## config.mk

```make
export PLATFORM = sky130hd
export DESIGN_NAME = pulse_delay_multi
export DESIGN_NICKNAME = d
export VERILOG_FILES = /design/src/rtl/pulse_delay_pkg.sv /design/src/rtl/pulse_delay_chan.sv /design/src/rtl/pulse_delay_multi.sv
export SDC_FILE = /design/constraint.sdc
export NUM_CORES = 1
export LEC_CHECK = 0
export CELL_PAD_IN_SITES_DETAIL_PLACEMENT = 0
export CELL_PAD_IN_SITES_GLOBAL_PLACEMENT = 1
export CORE_MARGIN = 3
export CORE_UTILIZATION = 50
export DETAILED_ROUTE_END_ITERATION = 10
export PLACE_DENSITY = 0.9
export SETUP_SLACK_MARGIN = 0.2
export SYNTH_ARGS = -nofsm -noshare
export SYNTH_HDL_FRONTEND = slang
export SYNTH_SLANG_ARGS = --single-unit
export TNS_END_PERCENT = 20
```

## constraint.sdc

```tcl
create_clock -name clk_in -period 6.5 [get_ports clk_in]
set_input_delay 0.975 -clock clk_in [delete_from_list [all_inputs] [get_ports clk_in]]
set_output_delay 0.975 -clock clk_in [all_outputs]
set_load 0.1 [all_outputs]
```

## src/rtl/pulse_delay_pkg.sv

```systemverilog
// Shared constants for the multi-channel programmable pulse delay.
package pulse_delay_pkg;

  localparam logic [0:0] ST_IDLE  = 1'b0;
  localparam logic [0:0] ST_COUNT = 1'b1;

  localparam logic MODE_IGNORE  = 1'b0;
  localparam logic MODE_RESTART = 1'b1;

  localparam int unsigned DELAY_MIN = 1;

endpackage

```

## src/rtl/pulse_delay_chan.sv

```systemverilog
// One delay channel: IDLE/COUNT FSM, counter, latched delay, out/busy/drop.
// Sticky drop flag exists only when PULSE_DELAY_DROP_STATUS_EN is defined.
module pulse_delay_chan
  import pulse_delay_pkg::*;
#(
  parameter int CNT_W = 8
) (
  input  logic             clk_i,
  input  logic             rst_i,
  input  logic             trig_i,
  input  logic             mode_i,
  input  logic [CNT_W-1:0] delay_i,
  input  logic             clr_drop_i,
  output logic             out_o,
  output logic             busy_o,
  output logic             drop_o
);

  logic [0:0]       st_q, st_d;
  logic [CNT_W-1:0] cnt_q, cnt_d;
  logic [CNT_W-1:0] dly_q, dly_d;
  logic             out_q, out_d;
  logic             drop_set;

  always_comb begin
    st_d     = st_q;
    cnt_d    = cnt_q;
    dly_d    = dly_q;
    out_d    = 1'b0;
    drop_set = 1'b0;
    case (st_q)
      ST_IDLE: begin
        if (trig_i) begin
          st_d  = ST_COUNT;
          cnt_d = CNT_W'(1);
          dly_d = delay_i;
        end
      end
      ST_COUNT: begin
        if (cnt_q == dly_q) begin
          // Terminal edge: pulse fires; a trigger here chains straight on.
          out_d = 1'b1;
          if (trig_i) begin
            cnt_d = CNT_W'(1);
            dly_d = delay_i;
          end else begin
            st_d = ST_IDLE;
          end
        end else if (trig_i && (mode_i == MODE_RESTART)) begin
          cnt_d = CNT_W'(1);
          dly_d = delay_i;
        end else begin
          cnt_d    = cnt_q + 1'b1;
          drop_set = trig_i && (mode_i == MODE_IGNORE);
        end
      end
      default: st_d = ST_IDLE;
    endcase
  end

  always_ff @(posedge clk_i or posedge rst_i) begin
    if (rst_i) begin
      st_q  <= ST_IDLE;
      cnt_q <= '0;
      dly_q <= '0;
      out_q <= 1'b0;
    end else begin
      st_q  <= st_d;
      cnt_q <= cnt_d;
      dly_q <= dly_d;
      out_q <= out_d;
    end
  end

  assign out_o  = out_q;
  assign busy_o = (st_q == ST_COUNT);

`ifdef PULSE_DELAY_DROP_STATUS_EN
  logic drop_q, drop_d;

  // Set beats clear when both happen on the same edge.
  always_comb begin
    drop_d = drop_q;
    if (clr_drop_i) drop_d = 1'b0;
    if (drop_set)   drop_d = 1'b1;
  end

  always_ff @(posedge clk_i or posedge rst_i) begin
    if (rst_i) drop_q <= 1'b0;
    else       drop_q <= drop_d;
  end

  assign drop_o = drop_q;
`else
  logic unused_drop;
  assign unused_drop = drop_set ^ clr_drop_i;
  assign drop_o      = 1'b0;
`endif

endmodule

```

## src/rtl/pulse_delay_multi.sv

```systemverilog
// N_CH independent one-shot pulse delays sharing one programmable delay register.
// Sticky per-channel drop status is built only with PULSE_DELAY_DROP_STATUS_EN.
module pulse_delay_multi
  import pulse_delay_pkg::*;
#(
  parameter int N_CH          = 4,
  parameter int CNT_W         = 8,
  parameter int DEFAULT_DELAY = 32
) (
  input  logic             clk_in,
  input  logic             rst_in,
  input  logic [N_CH-1:0]  in,
  input  logic [CNT_W-1:0] delay_in,
  input  logic             load_in,
  input  logic [N_CH-1:0]  mode_in,
  output logic [N_CH-1:0]  out,
  output logic [N_CH-1:0]  busy,
  output logic [N_CH-1:0]  drop,
  input  logic             clr_drop_in
);

  logic [CNT_W-1:0] delay_q, delay_d;

  // A programmed zero would never terminate a count, so it becomes the minimum.
  always_comb begin
    delay_d = delay_q;
    if (load_in) delay_d = (delay_in == '0) ? CNT_W'(DELAY_MIN) : delay_in;
  end

  always_ff @(posedge clk_in or posedge rst_in) begin
    if (rst_in) delay_q <= CNT_W'(DEFAULT_DELAY);
    else        delay_q <= delay_d;
  end

  generate
    for (genvar gi = 0; gi < N_CH; gi++) begin : g_chan
      pulse_delay_chan #(
        .CNT_W (CNT_W)
      ) u_chan (
        .clk_i      (clk_in),
        .rst_i      (rst_in),
        .trig_i     (in[gi]),
        .mode_i     (mode_in[gi]),
        .delay_i    (delay_q),
        .clr_drop_i (clr_drop_in),
        .out_o      (out[gi]),
        .busy_o     (busy[gi]),
        .drop_o     (drop[gi])
      );
    end
  endgenerate

endmodule

```

==> out/metrics.sh, run 1 <==
DRT_FIRST_PASS_ITERS=4
CTSLONGESTPATHBUFFERS=2
CTS-HTREE-LEVELS=3
CTS-ROOT-BUF='sky130_fd_sc_hd__clkbuf_8'
CRITICAL_PATH_BUF_INV_COUNT=1
POST_CTS.RESIZED_INSTANCES=0
DP_HPWL_UM=5020
CELLPOWERDENSITY_nW_PER_UM2=328
GRT_PASS1_WL_UM=12200
TIMING.CRITICAL_PATH.ARRIVAL_PS=1970
START_UTIL_PCT=52.1
PORT_BUFFERS=26
LAYOUT_FILLER_CELL_COUNT=670
MAX_SLEW_MARGIN_PCT=34.2
MOSTFREQUENTLAYOUTCELLS='sky130_fd_sc_hd__dfrtp_1 (79), sky130_fd_sc_hd__xnor2_1 (37), sky130_fd_sc_hd__mux2_2 (35)'
WORSTHOLDPATHTYPE='reg2reg'
MAXIMUM_NUMBER_OF_PINS_ON_ONE_NET_BEFORE_GLOBAL_ROUTE_REPAIR=81
SYNTH_EDF_COUNT=0
RSZ0062_AT_GRT='false'
SYNTH.FF_LATCH_COUNT=80
CLK_LAT_WORST_SKEW_PS=350
CTS_SINKS=80
DRT-WIRELENGTH-PER-CELL_UM=15.4
POST-PLACE-CELLS=456
CRIT_PATH_CELL_TRACE='clkdlybuf4s50_1'
WORSTPATHMAXFANOUT=5
SYNTHESIZED_CELL_AREA_UM2=4070
OVERALL_ROUTING_RESOURCE_USAGE_PCT=17.4
FINAL.SETUP.TNS_PS=0
FIN_SKEW_PS=12.9
ANTENNA_VIOLATIONS_BEFORE_REPAIR=0
FLOORPLAN.CORE_AREA_UM2=7810
TIMING.RR.START='g_chan[2].u_chan.cnt_q[2]$_DFF_PP0_'
CRIT_PATH_END_KIND='output pin'
SETUP.WORST_PATH.START_CLASS='register'
FIN_CRIT_SH_PCT=45.3
SLEW_VIOLATIONS=0
DRC=0
POSTSYNTH.TOPFLOPCELL='sky130_fd_sc_hd__dfrtp_1'
CTS.CLK_SLEW.WORST_PATHS_PS=80
MOSTFREQUENTLAYOUTCELL='sky130_fd_sc_hd__dfrtp_1'
HOLD_VIOL_FINAL=0
POST_SYNTH.CELL_AREA_AVG_UM2=11.7
STD_CELL_ROWS=32
WORST_SLACK_PS=3550
STAGE_DELAY_OF_THE_SLOWEST_CELL_ON_THE_CRITICAL_PATH_PS=1170
ANTENNA-DIODE-COUNT=0
SETUP.REG_TO_REG.WORST_SLACK_PS=4300
WHS_PS=532
DIEHEIGHT_UM=96.2
CP-STARTPOINT='g_chan[1].u_chan.busy_o$_DFF_PP0_'
CLOCK.FMAX_GHz=0.340
GR-TOTAL-OVERFLOW=0
DR_TOTAL_VIAS=2568
FINALCRITICALPERIOD_PS=2950
CTS.HOLD.BUFFERS_ADDED=0
SYNTH.YOSYS.WARNINGS=0
DRT_ITER0_DRC=131
DIE_W_UM=96.2
CPMAXSTAGEDELAYCELL='sky130_fd_sc_hd__clkdlybuf4s50_1'
IOPINCOUNT=32
SYNTH_ASYNC_SR_FLOP_SHARE_PCT=100
ROUTED_WL_UM=7280
POSTCTSSETUPBUFFERS=0
FIRST_GLOBAL_VIAS=2525
SYNTH.YOSYS.SEQ_AREA_SHARE_PCT=49.2
FLOW.AREA_GROWTH_FROM_SYNTHESIS_PCT=9.86
MULTIINPUTGATEAREA_UM2=1850
MAX-VDD-IR-DROP_mV=0.157
CRIT_PATH_CLASS='reg2out'
SYN-INSTANCE-COUNT=349
WORST_SLEW_PIN_SLEW_PS=987
WP_DATA_REQUIRED_PS=5520
LEAKAGE_uW=0.00180
DRTANTENNAVIOLNETS=0
PLACE.GP.CONGESTION=0.802
PATH_DELAY_FAMILY='buffers and inverters'
TRITONCTS='done'
DRV_CAP=0
DIE_AREA_UM2=9260
FINAL_CELLS=472
SEQUENTIAL_STANDARD_CELL_AREA_UM2=2000
OUTCOME='completed'
DETAIL_ROUTE.VIAS_PER_CELL=5.44
DP_SLACK_PS=3920
COUNT_OF_UNIQUE_LIBRARY_CELLS_INSTANTIATED_BY_YOSYS=46
FINALSETUPVIOLCOUNT=0
HOLD_PATH_STARTPOINT='g_chan[2].u_chan.dly_q[7]$_DFFE_PP0P_'
TRITONCTS.NUM_BUFFERS=9
DESIGN.FINAL.NETS=389
POST_ROUTE_CELLS_DRIVE_ABOVE_1_SHARE_PCT=20.3
-- area by class of cell --
class                   count  share of cell area, %
flip-flops and latches     80                   44.8
clock inverters             5                  0.895
clock buffers              11                   3.16
multi-input cells         236                   41.4
inverters                  11                  0.951
well taps                 102                   2.85
repair buffers             27                   5.99
-- cells by family after synthesis --
| family | after synthesis | share of synthesized area (%) |
|---|---|---|
| compound gates | 58 | 10.3 |
| xor+xnor | 43 | 9.25 |
| fa+ha+maj | 4 | 1.23 |
| buf+inv | 36 | 5.62 |
| flops | 80 | 49.2 |
| mux | 43 | 12.1 |
| other cells | 1 | 0.0921 |
| simple gates | 84 | 12.2 |
-- routing by layer --
metal	wire length [um]	global-route usage (%)	share of wire, %	up-vias
li1	-	-	-	1259
met1	3510	24.3	48	1265
met2	3440	26.7	47	34
met3	206	3.05	2.8	10
met4	117	7.11	1.6	0
met5	0	0	0	-
-- path summary, 6_finish.rpt --
check                                                         to  cells past startpoint
max                                                      busy[1]                      1
min                        g_chan[2].u_chan.dly_q[7]$_DFFE_PP0P_                      1
max reg2reg                g_chan[2].u_chan.dly_q[7]$_DFFE_PP0P_                      5
min reg2reg                g_chan[2].u_chan.dly_q[7]$_DFFE_PP0P_                      1
max in group asynchronous       g_chan[1].u_chan.out_o$_DFF_PP0_                      3
min in group asynchronous    g_chan[1].u_chan.cnt_q[0]$_DFF_PP0_                      3
-- report_power, final --
group	leakage, uW	internal, uW	switching [uW]
clock	0.0000822	151	188
sequential	0.000980	599	122
combinational	0.000733	209	197
total	0.00180	959	507
-- synth_stat cells (all sizes together), types with 7 or more instances --
cell type	n	area, um^2
a21oi	14	70.1
and2	7	43.8
buf	24	184
dfrtp	79	1980
inv	11	41.3
mux2	39	454
nand2	7	26.3
nand3	10	50.1
nand4	14	119
nor2	15	56.3
nor3	11	65.1
o21ai	17	123
xnor2	37	324
-- state kept, by name, indices dropped and copies added (netlist names) --
| signal | count |
|---|---|
| g_chan.u_chan.out_o | 4 |
| g_chan.u_chan.busy_o | 4 |
| g_chan.u_chan.cnt_q | 32 |
| delay_q | 8 |
| g_chan.u_chan.dly_q | 32 |
-- worst reg2reg max path, delay by kind of cell, from the launching register on --
kind,cells,cell delay (ps)
AO/OA/AOI/OAI,2,860
XOR/XNOR,1,190
flip-flops,1,470
multiplexers,1,350
AND/OR/NAND/NOR,1,230
-- metrics by stage --
step / total power (uW) / utilization [%] / cell area, um^2
2_1_floorplan: 1070 / - / 4080
3_3_place_gp: 1120 / 55.0 / 4290
3_5_place_dp: 1140 / 55.0 / 4290
4_1_cts: 1480 / 57.3 / 4470
5_1_grt: 1560 / 57.3 / 4470
6_report: 1470 / 57.3 / 4470
(Power assumes the default switching activity.)
==> inputs of run 2 (changes only) <==
Settings changed: CORE_UTILIZATION 50 to 42, PLACE_DENSITY 0.9 to 0.81.
Clock period 6.5 ns to 2.65 ns, I/O delays scaled along.
==> out/metrics.sh, run 2 (synthesis results as in run 1) <==
LARGESTREGISTERS='g_chan.u_chan.cnt_q (32), g_chan.u_chan.dly_q (32), delay_q (8)'
FINALCRITICALPERIOD_PS=2150
CRIT_PATH_CLASS='reg2reg'
DRTANTENNAVIOLNETS=0  # unchanged
TIMING.CRITICAL_PATH.ARRIVAL_PS=2380  # +410 ps
DRV_CAP=0  # unchanged
CTS-ROOT-BUF='sky130_fd_sc_hd__clkbuf_8'
DRC=0  # unchanged
DRT_FIRST_PASS_ITERS=4  # unchanged
WHS_PS=405  # -126 ps
PORT_BUFFERS=26  # unchanged
POST_CTS.RESIZED_INSTANCES=0  # unchanged
MAXIMUM_NUMBER_OF_PINS_ON_ONE_NET_BEFORE_GLOBAL_ROUTE_REPAIR=31  # -62%
PLACED_AREA_UM2=4350  # +1.3%
LEAKAGE_uW=0.00183  # +2.1%
DIEHEIGHT_UM=104  # +8.5%
WORSTHOLDPATHTYPE='in2async'
TRITONCTS.NUM_BUFFERS=9  # unchanged
SETUP.WORST_PATH.START_CLASS='register'
WORST_SLACK_PS=497  # -3060 ps
ROUTED_WL_UM=7410  # +1.9%
PLACE.GP.CONGESTION=0.791  # -1.3%
CTS.CLK_SLEW.WORST_PATHS_PS=80  # about the same
TRITONCTS='done'
FIN_AREA_UM2=4530  # +1.3%
OVERALL_ROUTING_RESOURCE_USAGE_PCT=14.6  # -2.8 points
GR-TOTAL-OVERFLOW=0  # unchanged
CLOCK.FMAX_GHz=0.465
WORST_SLEW_PIN_SLEW_PS=569  # -418 ps
DIE_W_UM=104  # +8.5%
DRT-WIRELENGTH-PER-CELL_UM=14.8  # -3.8%
CELLPOWERDENSITY_nW_PER_UM2=804  # +150%
MAX-VDD-IR-DROP_mV=0.316  # +100%
FIN_CRIT_SH_PCT=81.2
DP_SLACK_PS=519  # -3400 ps
FINAL.SETUP.TNS_PS=0  # unchanged
DETAIL_ROUTE.VIAS_PER_CELL=5.19  # -4.6%
DRT_ITER0_DRC=40  # -69%
WORSTPATHMAXFANOUT=14  # +9
MAX_SLEW_MARGIN_PCT=62.1  # +28 points
CTSLONGESTPATHBUFFERS=2  # unchanged
POST_ROUTE_CELLS_DRIVE_ABOVE_1_SHARE_PCT=22.4  # +2.1 points
SHARE_OF_THE_CORE_FILLED_WITH_CELLS_IN_THE_FINAL_LAYOUT_PCT=48.6  # -8.7 points
START_UTIL_PCT=43.6  # -8.5 points
DESIGN.FINAL.NETS=391  # +0.51%
FIN_SKEW_PS=8.90  # -4.02 ps
ANTENNA_VIOLATIONS_BEFORE_REPAIR=0  # unchanged
FLOORPLAN.CORE_AREA_UM2=9330  # +19%
HOLD_VIOL_FINAL=0  # unchanged
IOPINCOUNT=32  # unchanged
POSTCTSSETUPBUFFERS=0  # unchanged
CRIT_PATH_END_KIND='register'
GRT_PASS1_WL_UM=13000  # +5.9%
CTS-HTREE-LEVELS=3  # unchanged
DIE_AREA_UM2=10900  # +18%
MOSTFREQUENTLAYOUTCELL='sky130_fd_sc_hd__dfrtp_1'
FIRST_GLOBAL_VIAS=2622  # +3.8%
DR_TOTAL_VIAS=2596  # +1.1%
SLEW_VIOLATIONS=0  # unchanged
ANTENNA-DIODE-COUNT=0  # unchanged
DP_HPWL_UM=5290  # +5.3%
OUTCOME='completed'
WP_DATA_REQUIRED_PS=2880  # -2640 ps
RSZ0062_AT_GRT='false'
CTS_SINKS=80  # unchanged
CLK_LAT_WORST_SKEW_PS=350  # about the same
FLOW.AREA_GROWTH_FROM_SYNTHESIS_PCT=11.3
MOSTFREQUENTLAYOUTCELLS='sky130_fd_sc_hd__dfrtp_1 (79), sky130_fd_sc_hd__xnor2_1 (37), sky130_fd_sc_hd__mux2_2 (35)'
CTS.HOLD.BUFFERS_ADDED=0  # unchanged
FINALSETUPVIOLCOUNT=0  # unchanged
STD_CELL_ROWS=35  # +9.4%
[run 2: cell types whose count changed in the layout (fill, tap and decap cells not counted), sizes merged]
cell	previous run	this run
buf	1	11
clkinvlp	3	1
inv	11	10
bufinv	0	1
clkdlybuf4s50	26	18
clkbuf	11	12
[run 2: final cells by class]
cell class,count,area (um^2)
sequential,80,2000
inverter,11,42.5
tap,129,161
multi-input combinational,236,1850
timing repair buffer,29,288
clock buffer,12,145
fill,856,4790
clock inverter,3,42.5
[run 2: where the power goes]
group / switching [uW] / internal (uW)
clock: 421 / 455
combinational: 480 / 516
sequential: 303 / 1470
[run 2: worst paths after layout]
path | start | slack (ps) | depth (start not counted) | end
setup / recovery | g_chan[2].u_chan.cnt_q[0]$_DFF_PP0_ | 500 | 5 | g_chan[2].u_chan.dly_q[7]$_DFFE_PP0P_
hold / removal | rst_in | 410 | 2 | g_chan[1].u_chan.cnt_q[1]$_DFF_PP0_
setup reg to reg | g_chan[2].u_chan.cnt_q[0]$_DFF_PP0_ | 500 | 5 | g_chan[2].u_chan.dly_q[7]$_DFFE_PP0P_
hold reg to reg | g_chan[0].u_chan.dly_q[4]$_DFFE_PP0P_ | 530 | 1 | g_chan[0].u_chan.dly_q[4]$_DFFE_PP0P_
max in group asynchronous | rst_in | 1640 | 3 | delay_q[5]$_DFFE_PP1P_
min in group clk_in | g_chan[0].u_chan.dly_q[4]$_DFFE_PP0P_ | 530 | 1 | g_chan[0].u_chan.dly_q[4]$_DFFE_PP0P_
[run 2: worst max-delay path: stages (launching register included)]
cell and delay (ps):
sky130_fd_sc_hd__dfrtp_1 450, sky130_fd_sc_hd__xnor2_1 190, sky130_fd_sc_hd__nand4_1 210, sky130_fd_sc_hd__o21ai_2 530, sky130_fd_sc_hd__o21a_2 310, sky130_fd_sc_hd__mux2_2 350
[run 2: per-stage QoR]
step                      std cells  total power [uW]
after floorplan                 352              2620
after global placement          485              2760
after detailed placement        485              2800
after CTS                       500              3680
after global routing            500              3890
final                           500              3640
[run 2: layer usage]
layer / vias to the layer above / wire (um) / GRT usage (%)
li1: 1262 / - / -
met1: 1289 / 3460 / 19.5
met2: 35 / 3670 / 23.6
met3: 10 / 163 / 2.48
met4: 0 / 119 / 5.98
met5: - / 0 / 0
